`config.mk`:
```
export PLATFORM = sky130hd
export DESIGN_NAME = uart_boot_loader
export DESIGN_NICKNAME = d
export VERILOG_FILES = /design/src/rtl/uart_boot_loader.sv
export SDC_FILE = /design/constraint.sdc
export NUM_CORES = 1
export LEC_CHECK = 0
export ABC_AREA = 1
export CORE_MARGIN = 2
export CORE_UTILIZATION = 30
export CTS_BUF_LIST = sky130_fd_sc_hd__clkbuf_4 sky130_fd_sc_hd__clkbuf_8 sky130_fd_sc_hd__clkbuf_16
export CTS_CLUSTER_SIZE = 8
export DETAILED_ROUTE_END_ITERATION = 8
export GPL_ROUTABILITY_DRIVEN = 0
export HOLD_SLACK_MARGIN = 0.02
export PLACE_DENSITY_LB_ADDON = 0.2
export SLEW_MARGIN = 20
export SYNTH_ARGS = -nofsm -noshare
export SYNTH_HDL_FRONTEND = slang
export SYNTH_SLANG_ARGS = --single-unit
export TNS_END_PERCENT = 20
```
`constraint.sdc`:
```
create_clock -name clk -period 4.2 [get_ports clk]
set_input_delay 0.42 -clock clk [delete_from_list [all_inputs] [get_ports clk]]
set_output_delay 0.42 -clock clk [all_outputs]
set_load 0.02 [all_outputs]
```
`src/rtl/uart_boot_loader.sv`:
```
// UART boot loader: parses a framed load packet from the byte receiver into
// instruction-memory word writes and holds the core in reset until it loads cleanly.
module uart_boot_loader #(
  parameter int         ADDR_W      = 14,
  parameter int         BASE_ADDR   = 0,
  parameter logic [7:0] SYNC_BYTE   = 8'hA5,
  parameter int         TIMEOUT_CYC = 2_500_000
) (
  input  logic              clk,
  input  logic              rst_n,
  input  logic              rx_rdy,
  input  logic [7:0]        rx_data,
  output logic              clr_rdy,
  input  logic              rearm,
  output logic              mem_we,
  output logic [ADDR_W-1:0] mem_addr,
  output logic [31:0]       mem_wdata,
  output logic              cpu_hold,
  output logic              busy,
  output logic              load_done,
  output logic              load_err
);

  localparam int TMO_W = $clog2(TIMEOUT_CYC + 1);

  typedef enum logic [2:0] {
    S_IDLE, S_LEN0, S_LEN1, S_DATA, S_CSUM, S_DONE, S_ERR
  } state_t;

  state_t            state_q, state_d;
  logic [TMO_W-1:0]  tmo_q;
  logic [15:0]       cnt_q;
  logic [1:0]        idx_q;
  logic [23:0]       asm_q;
  logic [7:0]        csum_q;
  logic              take;
  logic              in_pkt;
  logic              expire;

  // clr_rdy gates take so the byte still flagged during the acknowledge cycle is not re-read.
  assign take   = rx_rdy & ~clr_rdy;
  assign in_pkt = state_q inside {S_LEN0, S_LEN1, S_DATA, S_CSUM};
  // A byte arriving on the expiry cycle wins, hence the ~take term.
  assign expire = in_pkt & ~take & (tmo_q == TMO_W'(TIMEOUT_CYC - 1));

  // NOTE: every variable driven here gets a default first so no path infers a latch.
  always_comb begin
    state_d = state_q;
    case (state_q)
      S_IDLE: if (take && rx_data == SYNC_BYTE) state_d = S_LEN0;
      S_LEN0: if (take) state_d = S_LEN1;
      S_LEN1: if (take) state_d = ({rx_data, cnt_q[7:0]} == 16'd0) ? S_CSUM : S_DATA;
      S_DATA: if (take && idx_q == 2'd3 && cnt_q == 16'd1) state_d = S_CSUM;
      S_CSUM: if (take) state_d = (rx_data == csum_q) ? S_DONE : S_ERR;
      S_DONE, S_ERR: if (rearm) state_d = S_IDLE;
      default: state_d = S_IDLE;
    endcase
    if (expire) state_d = S_ERR;
  end

  // NOTE: sequential state uses non-blocking assignments so every register sees pre-edge values.
  always_ff @(posedge clk or negedge rst_n) begin
    if (!rst_n) state_q <= S_IDLE;
    else        state_q <= state_d;
  end

  always_ff @(posedge clk or negedge rst_n) begin
    if (!rst_n) begin
      clr_rdy   <= 1'b0;
      mem_we    <= 1'b0;
      mem_addr  <= ADDR_W'(BASE_ADDR);
      mem_wdata <= 32'd0;
      cpu_hold  <= 1'b1;
      busy      <= 1'b0;
      load_done <= 1'b0;
      load_err  <= 1'b0;
      tmo_q     <= '0;
      cnt_q     <= 16'd0;
      idx_q     <= 2'd0;
      asm_q     <= 24'd0;
      csum_q    <= 8'd0;
    end else begin
      clr_rdy   <= take;
      mem_we    <= 1'b0;
      busy      <= state_d inside {S_LEN0, S_LEN1, S_DATA, S_CSUM};
      load_done <= (state_d == S_DONE);
      load_err  <= (state_d == S_ERR);
      cpu_hold  <= (state_d != S_DONE);

      // Address advances once the strobe cycle is over, wrapping naturally.
      if (mem_we) mem_addr <= mem_addr + ADDR_W'(1);
      if ((state_q == S_DONE || state_q == S_ERR) && rearm) mem_addr <= ADDR_W'(BASE_ADDR);

      if (take || !in_pkt) tmo_q <= '0;
      else                 tmo_q <= tmo_q + TMO_W'(1);

      if (take) begin
        case (state_q)
          S_IDLE: csum_q <= 8'd0;
          S_LEN0: begin
            cnt_q[7:0] <= rx_data;
            csum_q     <= csum_q ^ rx_data;
          end
          S_LEN1: begin
            cnt_q[15:8] <= rx_data;
            csum_q      <= csum_q ^ rx_data;
            idx_q       <= 2'd0;
          end
          S_DATA: begin
            csum_q <= csum_q ^ rx_data;
            idx_q  <= idx_q + 2'd1;
            case (idx_q)
              2'd0: asm_q[7:0]   <= rx_data;
              2'd1: asm_q[15:8]  <= rx_data;
              2'd2: asm_q[23:16] <= rx_data;
              default: begin
                mem_wdata <= {rx_data, asm_q};
                mem_we    <= 1'b1;
                cnt_q     <= cnt_q - 16'd1;
              end
            endcase
          end
          default: ;
        endcase
      end
    end
  end

endmodule

```
==> results of run 1 <==
-- sequential cells by signal, summed over array words and instances, names as in the netlist --
name       count
load_done      1
tmo_q         22
load_err       1
csum_q         8
asm_q         24
mem_wdata     32
cpu_hold       1
mem_addr      14
busy           1
state_q        3
clr_rdy        1
cnt_q         16
mem_we         1
idx_q          2
-- how the worst max path moves through the flow --
stage / startpoint / to / slack (ns) / cells after the start
CTS: state_q[2]$_DFF_PN0_ / cnt_q[7]$_DFFE_PN0P_ / 2.00 / 6
global placement: rx_rdy / cnt_q[7]$_DFFE_PN0P_ / 1.71 / 7
global route: state_q[0]$_DFF_PN0_ / mem_wdata[31]$_DFFE_PN0P_ / 1.78 / 7
detailed placement: rx_rdy / cnt_q[7]$_DFFE_PN0P_ / 1.65 / 7
finish: state_q[2]$_DFF_PN0_ / cnt_q[7]$_DFFE_PN0P_ / 2.00 / 6
floorplan: mem_addr[0]$_DFFE_PN0P_ / mem_addr[6]$_DFFE_PN0P_ / 2.57 / 8
-- synthesized netlist by cell type, drive strengths merged, types with 3 or more instances --
| master | n |
|---|---|
| nand2 | 226 |
| dfrtp | 126 |
| inv | 89 |
| nor2 | 88 |
| o21ai | 80 |
| a21oi | 34 |
| nand3 | 32 |
| nand4 | 21 |
| buf | 17 |
| nor3 | 17 |
| ha | 9 |
| a31oi | 6 |
| nor4 | 5 |
| xor2 | 5 |
| a211oi | 3 |
-- per-stage QoR --
stage	hold slack [ns]	instances
floorplan	0.1244	773
global placement	0.4544	1094
detailed placement	0.4558	1094
CTS	0.1755	1126
global route	0.2126	1126
finish	0.1395	1126
-- report_power, final --
group	switching [mW]	internal (mW)	total (mW)
Clock	0.581	0.836	1.42
Combinational	0.115	0.0497	0.165
Sequential	0.0252	1.25	1.27
-- worst reg2reg max path: stages (launching register included) --
cell	delay, ns
dfrtp_1	0.60
nor2_8	0.16
inv_6	0.21
nor2_2	0.06
nor3_2	0.61
o21ai_0	0.21
a22o_1	0.25
-- logic make-up (layout without fill, tap and decap cells) --
kind of cell | after synthesis | after routing
simple gates | 393 | 393
compound gates | 130 | 130
flops | 127 | 127
buf+inv | 108 | 186
fa+ha+maj | 9 | 9
xor+xnor | 6 | 6
-- cell type report --
class / instances / area, µm² / share of cell area [%]
well taps: 275 / 344.1 / 4.407
inverters: 90 / 346.6 / 4.439
clock inverters: 14 / 131.4 / 1.683
flip-flops and latches: 127 / 3179 / 40.72
clock buffers: 18 / 439.2 / 5.625
multi-input cells: 538 / 2719 / 34.82
repair buffers: 64 / 648.1 / 8.301
-- metal layers --
metal | routed length, µm | share of wire (%) | GRT usage, %
met1 | 7719 | 51 | 20.70
met2 | 6904 | 45 | 22.66
met3 | 484 | 3.2 | 3.171
met4 | 161 | 1.1 | 4.619
met5 | 0 | 0 | 0
-- layout by cell type (no fill, tap or decap), types with 4 or more instances in the layout --
cell	instances
nand2_1	215
dfrtp_1	126
inv_1	75
nor2_1	71
clkdlybuf4s50_1	62
o21ai_0	59
a21oi_1	32
nand3_1	30
nand4_1	19
o21ai_1	19
clkbuf_16	17
nor3_1	14
inv_2	12
nand2_2	10
ha_1	9
nor2_2	8
nor2_4	7
inv_6	6
a31oi_1	6
xor2_1	5
nor4_1	4
clkinvlp_4	4
==> results by group, run 1 <==
Die
  • Die Area: 0.02238 mm²
  • CORE AREA: 0.02089 mm²
  • Die height: 149.6 µm
  • Count of boundary I/O pins: 64
  • Row Count: 53
  • Initial Util: 30.44%
  • Die width: 149.6 µm

Clock tree
  • CTS H-tree lvls: 4
  • Clock Pin Slew Worst Setup and Hold Paths: 0.06 ns
  • Clock buffer count from CTS: 17
  • Post-CTS setup repair buffer count: 0
  • TritonCTS clock tree: done
  • CTS root buf: clkbuf_16
  • Sink Count: 127
  • Clock latency of the later-clocked register in the worst-skew pair: 0.43 ns
  • Post-CTS Resized: 0
  • Count of hold-fix buffers inserted at cts: 0
  • Maximum number of buffers from clock root to sink: 2

Pwr
  • Max IR drop VDD: 0.2115 mV
  • Standby leakage power: 3.652 nW
  • Final Power: 2.855 mW
  • Power density over the cells: 365.7 mW/mm²

Setup path
  • Cells on worst reg2reg path: 6
  • Kind of cell adding the most delay to the critical path: simple AND/OR/NAND/NOR gates
  • Critical path type: register to register
  • CP Data Arrival Time: 2.52 ns
  • Setup slack of the most critical reg-to-reg path: 2.00 ns
  • Nature of the critical path startpoint: register
  • Required time of the critical path: 4.51 ns
  • Total buffers and inverters traversed by the critical path: 1
  • Kind of end point of the critical path: register
  • Cell-by-cell listing of the critical path: nor2_8 > inv_6 > nor2_2 > nor3_2 > o21ai_0 > a22o_1
  • Critical-path cell with the highest stage delay: nor3_2
  • CP max FO: 19
  • Worst path max stage delay: 0.61 ns
  • Startpoint of the lowest-slack register-to-register path: state_q[2]$_DFF_PN0_
  • Endpoint of the worst-slack reg-to-reg timing path: cnt_q[7]$_DFFE_PN0P_

Synthesis
  • Flop and latch count out of synthesis: 127
  • Cell area after synthesis: 0.006359 mm²
  • Number of enable flip-flop cells after synthesis: 0
  • Area share of the largest cell type after synthesis: 49.59%
  • Cell variety after synth: 47
  • Avg Inst Size Synth: 8.226 µm²
  • Portion of the post-synthesis area used by sequential elements: 50.00%
  • Adder-cell area share of the yosys netlist: 1.771%
  • Proportion of synthesized flip-flops having asynchronous set or reset: 100.0%
  • Commonest register cell after synthesis: dfrtp_1
  • Share of synthesized cell area in and, or, nand and nor gates: 28.79%
  • Count of warnings emitted by yosys: 0
  • Synth top area cells: dfrtp_1, nand2_1, o21ai_0
  • Post-synthesis mux area share: 0%
  • Dominant combinational cell family by area after synthesis: simple AND/OR/NAND/NOR gates
  • Cell type with the highest aggregate area in the netlist: dfrtp_1
  • Post-synthesis xor/xnor area fraction: 0.8264%
  • Number of instances in the synthesized netlist: 773
  • Net count of the mapped netlist: 794
  • Synth Area in Compound Gates: 11.37%

Timing
  • RSZ-0062 raised after global routing: false
  • Final setup margin: 1.999 ns
  • Final Hold Viols: 0
  • Period minus WS final: 2.201 ns
  • Number of setup violations in the final report: 0
  • Worst-margin pin slew: 0.9543 ns
  • Achievable frequency: 454.4 MHz
  • Post-route clock skew: 0.02802 ns
  • Final slew viol count: 0
  • Fin Setup TNS: 0 ns
  • Fraction of the cycle the final worst path needs: 52.40%
  • Worst slew margin relative to its limit: 36.38%

Outcome
  • Outcome: complete, no violations

Routing
  • Detail Route Antenna Nets: 0
  • Count of routing violations after the opening detailed-route iteration: 302
  • Number of detailed-routing iterations run before antenna repair: 6
  • Detailed-route DRC error count: 0
  • DR vias: 5121
  • Post-detailed-route via-to-cell ratio: 4.548
  • WL/cell: 13.56 µm
  • Wire length after detailed routing: 15.27 mm

Layout
  • Layout cell share with drive strength beyond 1: 10.93%
  • ANT cells: 0
  • Cell area after layout: 0.007807 mm²
  • Nets: 859
  • Final-layout fill cell count: 2201
  • Area growth from synthesis to layout: 22.79%
  • Fraction of the core area covered by cells at the end of the flow: 37.38%

Placement
  • Port buffer count: 63
  • Placed inst area: 0.007237 mm²
  • Detail Placement HPWL: 10.54 mm
  • Pre-CTS setup slack: 1.651 ns

GRT
  • Global-route usage over all layers: 14.73%
  • GR Overflow Total: 0
  • Number of antenna violations at the first check in global routing: 0
  • Wire length of the first global-routing pass: 25.99 mm
  • Largest net degree at the start of global routing: 73
  • Vias in the first global route: 5027

Worst hold path
  • Class of the tightest hold or removal check: input pin to asynchronous set/reset pin

Job
  • Max-cap violation count: 0
Note: power is estimated with default switching activity, not from simulation.
==> inputs of run 2 (changes only) <==
Clock period 4.2 ns to 1.95 ns, I/O delays scaled along.
==> run 2 against run 1 <==
Effect of this change:
- global-route usage up 0.13 points
- clock skew is 0.016 ns lower
- worst hold slack better by 0.10 ns
- worst setup slack worse by 1.8 ns
- critical path depth rose by 6
- combinational power is 140% higher
- critical path type unchanged
- largest power group unchanged
==> results by group, run 2 (synthesis gave the netlist of run 1 again) <==
Timing
  • Final Hold Viols: 0
  • RSZ-0062 raised after global routing: false
  • Fin Setup TNS: 0 ns
  • Period minus WS final: 1.781 ns
  • Worst-margin pin slew: 0.4409 ns
  • Number of setup violations in the final report: 0
  • Worst slew margin relative to its limit: 70.54%
  • Final slew viol count: 0
  • Achievable frequency: 561.5 MHz
  • Fraction of the cycle the final worst path needs: 91.33%
  • Post-route clock skew: 0.01167 ns

Setup path
  • Worst path max stage delay: 0.41 ns
  • CP max FO: 4
  • Startpoint of the lowest-slack register-to-register path: cnt_q[0]$_DFFE_PN0P_
  • Total buffers and inverters traversed by the critical path: 1
  • Critical-path cell with the highest stage delay: dfrtp_1
  • Most frequent CP cell: nand2_1
  • Critical path type: register to register
  • Cell depth of the worst setup path: 12
  • Launching element of the worst setup path: cnt_q[0]$_DFFE_PN0P_
  • End point of the critical path: busy$_DFF_PN0_
  • CP Data Arrival Time: 2.13 ns
  • Required time of the critical path: 2.29 ns
  • Kind of cell adding the most delay to the critical path: simple AND/OR/NAND/NOR gates
  • Endpoint of the worst-slack reg-to-reg timing path: busy$_DFF_PN0_
  • Kind of end point of the critical path: register
  • Nature of the critical path startpoint: register
  • Cell-by-cell listing of the critical path: inv_1 > ha_1 > nand3_1 > nor2_1 > nand3_1 > nand2_1 > nand2_1 > nand2_1 > nand4_4 > nor2_2 > nand2_1 > nand2_1
  • Cells on worst reg2reg path: 12
  • Setup slack of the most critical reg-to-reg path: 0.17 ns

Layout
  • Most used cells in the layout excluding fill and tap cells: nand2_1, dfrtp_1, inv_1, nor2_1, clkdlybuf4s50_1
  • Top reg by flops: mem_wdata
  • ANT cells: 0
  • Regs by FF count: mem_wdata: 32 flops, asm_q: 24 flops, tmo_q: 22 flops
  • Layout cell share with drive strength beyond 1: 13.78%
  • Total area of multi-input combinational cells: 0.002724 mm²
  • Fraction of the core area covered by cells at the end of the flow: 38.88%
  • Flip-flop count of the largest register, all copies and words added: 32
  • Final-layout fill cell count: 2183
  • Nets: 886
  • Area of all sequential standard cells: 0.003179 mm²
  • Area growth from synthesis to layout: 27.73%
  • Leading cell type in the layout, fill and taps excluded: nand2_1

Pwr
  • Standby leakage power: 3.831 nW
  • Power density over the cells: 809.2 mW/mm²
  • Max IR drop VDD: 0.5130 mV
  • Final Power: 6.572 mW

GRT
  • GR Overflow Total: 0
  • Global-route usage over all layers: 14.85%
  • Largest net degree at the start of global routing: 41
  • Wire length of the first global-routing pass: 26.14 mm
  • Vias in the first global route: 5064
  • Number of antenna violations at the first check in global routing: 0

Clock tree
  • Clock latency of the later-clocked register in the worst-skew pair: 0.41 ns
  • CTS root buf: clkbuf_16
  • Clock Pin Slew Worst Setup and Hold Paths: 0.06 ns
  • Maximum number of buffers from clock root to sink: 2
  • CTS H-tree lvls: 4
  • Clock buffer count from CTS: 17
  • TritonCTS clock tree: done
  • Sink Count: 127

Routing
  • Post-detailed-route via-to-cell ratio: 4.543
  • Number of detailed-routing iterations run before antenna repair: 4
  • Wire length after detailed routing: 15.52 mm
  • Count of routing violations after the opening detailed-route iteration: 334
  • Detailed-route DRC error count: 0
  • WL/cell: 13.46 µm
  • Detail Route Antenna Nets: 0
  • DR vias: 5238

Die
  • Die height: 149.6 µm
  • CORE AREA: 0.02089 mm²
  • Die width: 149.6 µm
  • Count of boundary I/O pins: 64
  • Initial Util: 30.44%
  • Die Area: 0.02238 mm²
  • Row Count: 53

Worst hold path
  • Class of the tightest hold or removal check: input pin to asynchronous set/reset pin

Job
  • Max-cap violation count: 0

Placement
  • Detail Placement HPWL: 11.36 mm
  • Port buffer count: 63

Outcome
  • Outcome: complete, no violations
==> run 2: cell types whose count changed in the layout (fill, tap and decap cells not counted), sizes merged <==
| cell | before | now |
|---|---|---|
| bufinv | 1 | 4 |
| buf | 2 | 28 |
| inv | 94 | 91 |
| clkinvlp | 4 | 2 |
| clkbuf | 18 | 20 |
| dlygate4sd3 | 0 | 1 |
==> run 2: through the flow <==
stage / hold WS, ns / setup slack (ns) / cells / instance area [µm²]
after floorplan: -0.1006 / 0.3220 / 773 / 6359
after global placement: 0.1402 / 0.08198 / 1120 / 7457
after detailed placement: 0.1389 / 0.07736 / 1120 / 7457
after CTS: 0.2459 / 0.1013 / 1153 / 8114
after global routing: 0.2726 / 0.009086 / 1153 / 8122
final: 0.2425 / 0.1690 / 1153 / 8122
==> run 2: worst min-delay path by stage <==
stage,slack (ns),from,end,cells past startpoint
2_1_floorplan,-0.10,rst_n,asm_q[0]$_DFFE_PN0P_,0
3_3_place_gp,0.14,rst_n,mem_wdata[9]$_DFFE_PN0P_,1
3_5_place_dp,0.14,rst_n,mem_wdata[9]$_DFFE_PN0P_,1
4_1_cts,0.25,rst_n,mem_wdata[12]$_DFFE_PN0P_,2
5_1_grt,0.27,rst_n,mem_wdata[12]$_DFFE_PN0P_,2
6_report,0.24,rst_n,mem_wdata[9]$_DFFE_PN0P_,2
==> run 2: area by class of cell <==
| class | count | share of cell area, % |
|---|---|---|
| well taps | 275 | 4.237 |
| repair buffers | 91 | 10.81 |
| inverters | 90 | 4.298 |
| clock inverters | 12 | 2.218 |
| multi-input cells | 538 | 33.54 |
| flip-flops and latches | 127 | 39.15 |
| clock buffers | 20 | 5.746 |
==> run 2: power by group <==
part | total [mW] | switching, mW | internal (mW)
registers | 2.74 | 0.0546 | 2.69
logic | 0.389 | 0.253 | 0.136
clock network | 3.44 | 1.19 | 2.25
total | 6.57 | 1.50 | 5.07
==> run 2: per-layer routing <==
metal  GRT usage (%)  share of wire, %  vias to the layer above
li1                -                 -                     2692
met1           20.89                50                     2450
met2           22.91                45                       81
met3           3.171               3.4                       15
met4           4.524               1.3                        0
met5               0                 0                        -
==> run 2: timing repair <==
item,CTS,global route
setup buffers,0,0
endpoints found under the setup margin,0,6
resized for setup,0,4
endpoints found under the hold margin,24,0
hold buffers,1,0
==> run 2: worst reg2reg max path, cell delays in order, from the launching register on <==
cell and delay, ns:
dfrtp_1 0.41, inv_1 0.14, ha_1 0.20, nand3_1 0.14, nor2_1 0.17, nand3_1 0.09, nand2_1 0.09, nand2_1 0.05
nand2_1 0.12, nand4_4 0.10, nor2_2 0.09, nand2_1 0.06, nand2_1 0.05
==> inputs of run 3 (changes only) <==
Settings changed: ABC_AREA 1 to unset.
==> run 3 against run 2 <==
Effect of this change:
- clock power fell by 11%
- sequential cell count unchanged
- routed wire length is 2.9% lower
- clock skew decreased by 0.0012 ns
- utilization rose by 1.3 points
- worst hold slack improved by 0.010 ns
- combinational power grew to 10 times the previous value
- register-to-register slack lost 0.13 ns
- non-clock buffer count rose by 35
- global-route usage about the same
- critical endpoint unchanged
- largest cell class unchanged
==> results by group, run 3 <==
Die
  • Row Count: 52
  • CORE AREA: 0.02004 mm²
  • Initial Util: 30.27%
  • Die width: 146.2 µm
  • Die height: 146.2 µm
  • Count of boundary I/O pins: 64
  • Die Area: 0.02137 mm²

Clock tree
  • Sink Count: 127
  • CTS root buf: clkbuf_16
  • Clock Pin Slew Worst Setup and Hold Paths: 0.07 ns
  • Clock buffer count from CTS: 17
  • CTS H-tree lvls: 4
  • TritonCTS clock tree: done
  • Clock latency of the later-clocked register in the worst-skew pair: 0.43 ns
  • Maximum number of buffers from clock root to sink: 2

Pwr
  • Power density over the cells: 1408 mW/mm²
  • Standby leakage power: 3.406 nW
  • Max IR drop VDD: 0.5523 mV

Placement
  • Port buffer count: 63
  • Pre-CTS setup slack: -0.2993 ns
  • Placed inst area: 0.007377 mm²
  • Placed Cells incl. Taps: 946
  • Detail Placement HPWL: 10.80 mm

Synthesis
  • Dominant cell by count in the synthesized netlist: dfrtp_1
  • Cell area after synthesis: 0.006066 mm²
  • Commonest register cell after synthesis: dfrtp_1
  • Cell variety after synth: 62
  • Net count of the mapped netlist: 599
  • Proportion of synthesized flip-flops having asynchronous set or reset: 100.0%
  • Count of warnings emitted by yosys: 0
  • Area share of the largest cell type after synthesis: 51.98%
  • Avg Inst Size Synth: 10.49 µm²
  • Number of enable flip-flop cells after synthesis: 0
  • Portion of the post-synthesis area used by sequential elements: 52.41%
  • Number of instances in the synthesized netlist: 578
  • Cell type with the highest aggregate area in the netlist: dfrtp_1
  • Synth top area cells: dfrtp_1, mux2_1, nand2_1
  • Most numerous cell types in the synthesized netlist: dfrtp_1, nand2_1, nor2_1
  • Flop and latch count out of synthesis: 127

Setup path
  • Endpoint of the worst-slack reg-to-reg timing path: busy$_DFF_PN0_
  • Critical-path cell with the highest stage delay: dfrtp_1
  • Worst path max stage delay: 0.41 ns
  • Startpoint of the lowest-slack register-to-register path: cnt_q[6]$_DFFE_PN0P_
  • Cells on worst reg2reg path: 6
  • Required time of the critical path: 2.31 ns
  • CP Data Arrival Time: 2.27 ns
  • Cell-by-cell listing of the critical path: nor4_4 > nand2_2 > o32ai_4 > o211ai_2 > or3_4 > o2bb2ai_4
  • Kind of end point of the critical path: register
  • CP max FO: 3
  • Critical path type: register to register
  • Setup slack of the most critical reg-to-reg path: 0.04 ns
  • Nature of the critical path startpoint: register

Timing
  • Final setup margin: 0.03820 ns
  • Period minus WS final: 1.912 ns
  • Achievable frequency: 523.1 MHz
  • Final slew viol count: 0
  • Fin Setup TNS: 0 ns
  • Number of setup violations in the final report: 0
  • RSZ-0062 raised after global routing: true
  • Fraction of the cycle the final worst path needs: 98.04%
  • Post-route clock skew: 0.01048 ns
  • Worst-margin pin slew: 0.7191 ns
  • Worst slew margin relative to its limit: 51.85%
  • Final Hold Viols: 0

GRT
  • GR Overflow Total: 0
  • Number of antenna violations at the first check in global routing: 0
  • Met2 track utilization from global routing: 24.95%
  • Vias in the first global route: 4766
  • Met3 global-route usage: 3.625%
  • Met1 track demand over resource in global routing: 18.89%
  • Global-route usage over all layers: 14.88%
  • Busiest layer in global routing: met2
  • Largest net degree at the start of global routing: 42
  • Wire length of the first global-routing pass: 25.19 mm

Layout
  • Cell area after layout: 0.008050 mm²
  • ANT cells: 0
  • Top reg by flops: mem_wdata
  • Most used cells in the layout excluding fill and tap cells: dfrtp_1, nand2_1, clkdlybuf4s50_1, buf_4, nor2_1
  • Post-Layout Cell Count: 981
  • Nets: 719
  • Leading cell type in the layout, fill and taps excluded: dfrtp_1
  • Flip-flop count of the largest register, all copies and words added: 32
  • Regs by FF count: mem_wdata: 32 flops, asm_q: 24 flops, tmo_q: 22 flops
  • Area growth from synthesis to layout: 32.71%
  • Layout cell share with drive strength beyond 1: 20.96%
  • Fraction of the core area covered by cells at the end of the flow: 40.17%

Routing
  • WL/cell: 15.36 µm
  • Detail Route Antenna Nets: 0
  • Detailed-route DRC error count: 0
  • Count of routing violations after the opening detailed-route iteration: 233
  • Number of detailed-routing iterations run before antenna repair: 4
  • DR vias: 4709
  • Post-detailed-route via-to-cell ratio: 4.800
  • Wire length after detailed routing: 15.07 mm

Job
  • Max-cap violation count: 0

Outcome
  • Outcome: complete, no violations

Worst hold path
  • Class of the tightest hold or removal check: input pin to asynchronous set/reset pin
[run 3: metrics by stage]
step                      power (mW)  hold WS (ns)
after floorplan                6.474       -0.1006
after global placement         8.158        0.1693
after detailed placement       8.262        0.1750
after CTS                      11.43        0.2682
after global routing           12.07        0.2933
final                          11.34        0.2525
[run 3: cell families (layout without fill, tap and decap cells)]
| kind of cell | Yosys count | count (layout) | share of synthesized area (%) |
|---|---|---|---|
| AO/OA/AOI/OAI | 92 | 92 | 9.365 |
| flip-flops | 127 | 127 | 52.41 |
| multiplexers | 50 | 50 | 9.262 |
| AND/OR/NAND/NOR | 228 | 228 | 18.87 |
| buffers and inverters | 37 | 170 | 3.176 |
| XOR/XNOR | 35 | 35 | 5.054 |
| adder cells (fa/ha/maj) | 9 | 9 | 1.856 |
[run 3: what timing repair did]
action                                  in CTS  in global routing
resized for setup                            4                 13
cloned                                       0                  0
setup buffers                                2                  0
endpoints found under the hold margin       27                  0
endpoints found under the setup margin       2                 14
pin swaps                                    3                  8
hold buffers                                 1                  0
[run 3: final cells by class]
class                   instances  area [µm²]
clock buffers                  17       425.4
clock inverters                15       147.6
fillers                      2007       11990
inverters                      12       45.04
multi-input cells             414        2774
flip-flops and latches        127        3179
well taps                     270       337.8
repair buffers                126        1141
[run 3: worst max-delay path by stage]
stage | start | to | slack [ns] | cells past startpoint
after global placement | rx_data[3] | busy$_DFF_PN0_ | -0.23 | 8
after detailed placement | rx_data[3] | busy$_DFF_PN0_ | -0.30 | 8
after global routing | cnt_q[6]$_DFFE_PN0P_ | busy$_DFF_PN0_ | -0.06 | 6
after floorplan | clr_rdy$_DFF_PN0_ | mem_wdata[10]$_DFFE_PN0P_ | 0.06 | 7
after CTS | cnt_q[7]$_DFFE_PN0P_ | cnt_q[13]$_DFFE_PN0P_ | 0.01 | 7
final | cnt_q[6]$_DFFE_PN0P_ | busy$_DFF_PN0_ | 0.04 | 6
[run 3: where the power goes]
group / leakage (nW) / total [mW] / switching [mW] / internal, mW
Combinational: 1.57 / 4.00 / 2.01 / 1.98
Sequential: 1.57 / 4.28 / 0.717 / 3.57
Clock: 0.271 / 3.06 / 1.37 / 1.69
[run 3: critical path, delay by kind of cell, from the launching register on]
kind,cells,cell delay [ns]
AO/OA/AOI/OAI,3,0.56
flip-flops,1,0.41
AND/OR/NAND/NOR,3,0.88
[run 3: layer usage]
metal  wire length (µm)  part of all wire, %
met2               7447                   49
met1               6801                   45
met3                590                  3.9
met5                  0                    0
met4                233                  1.5
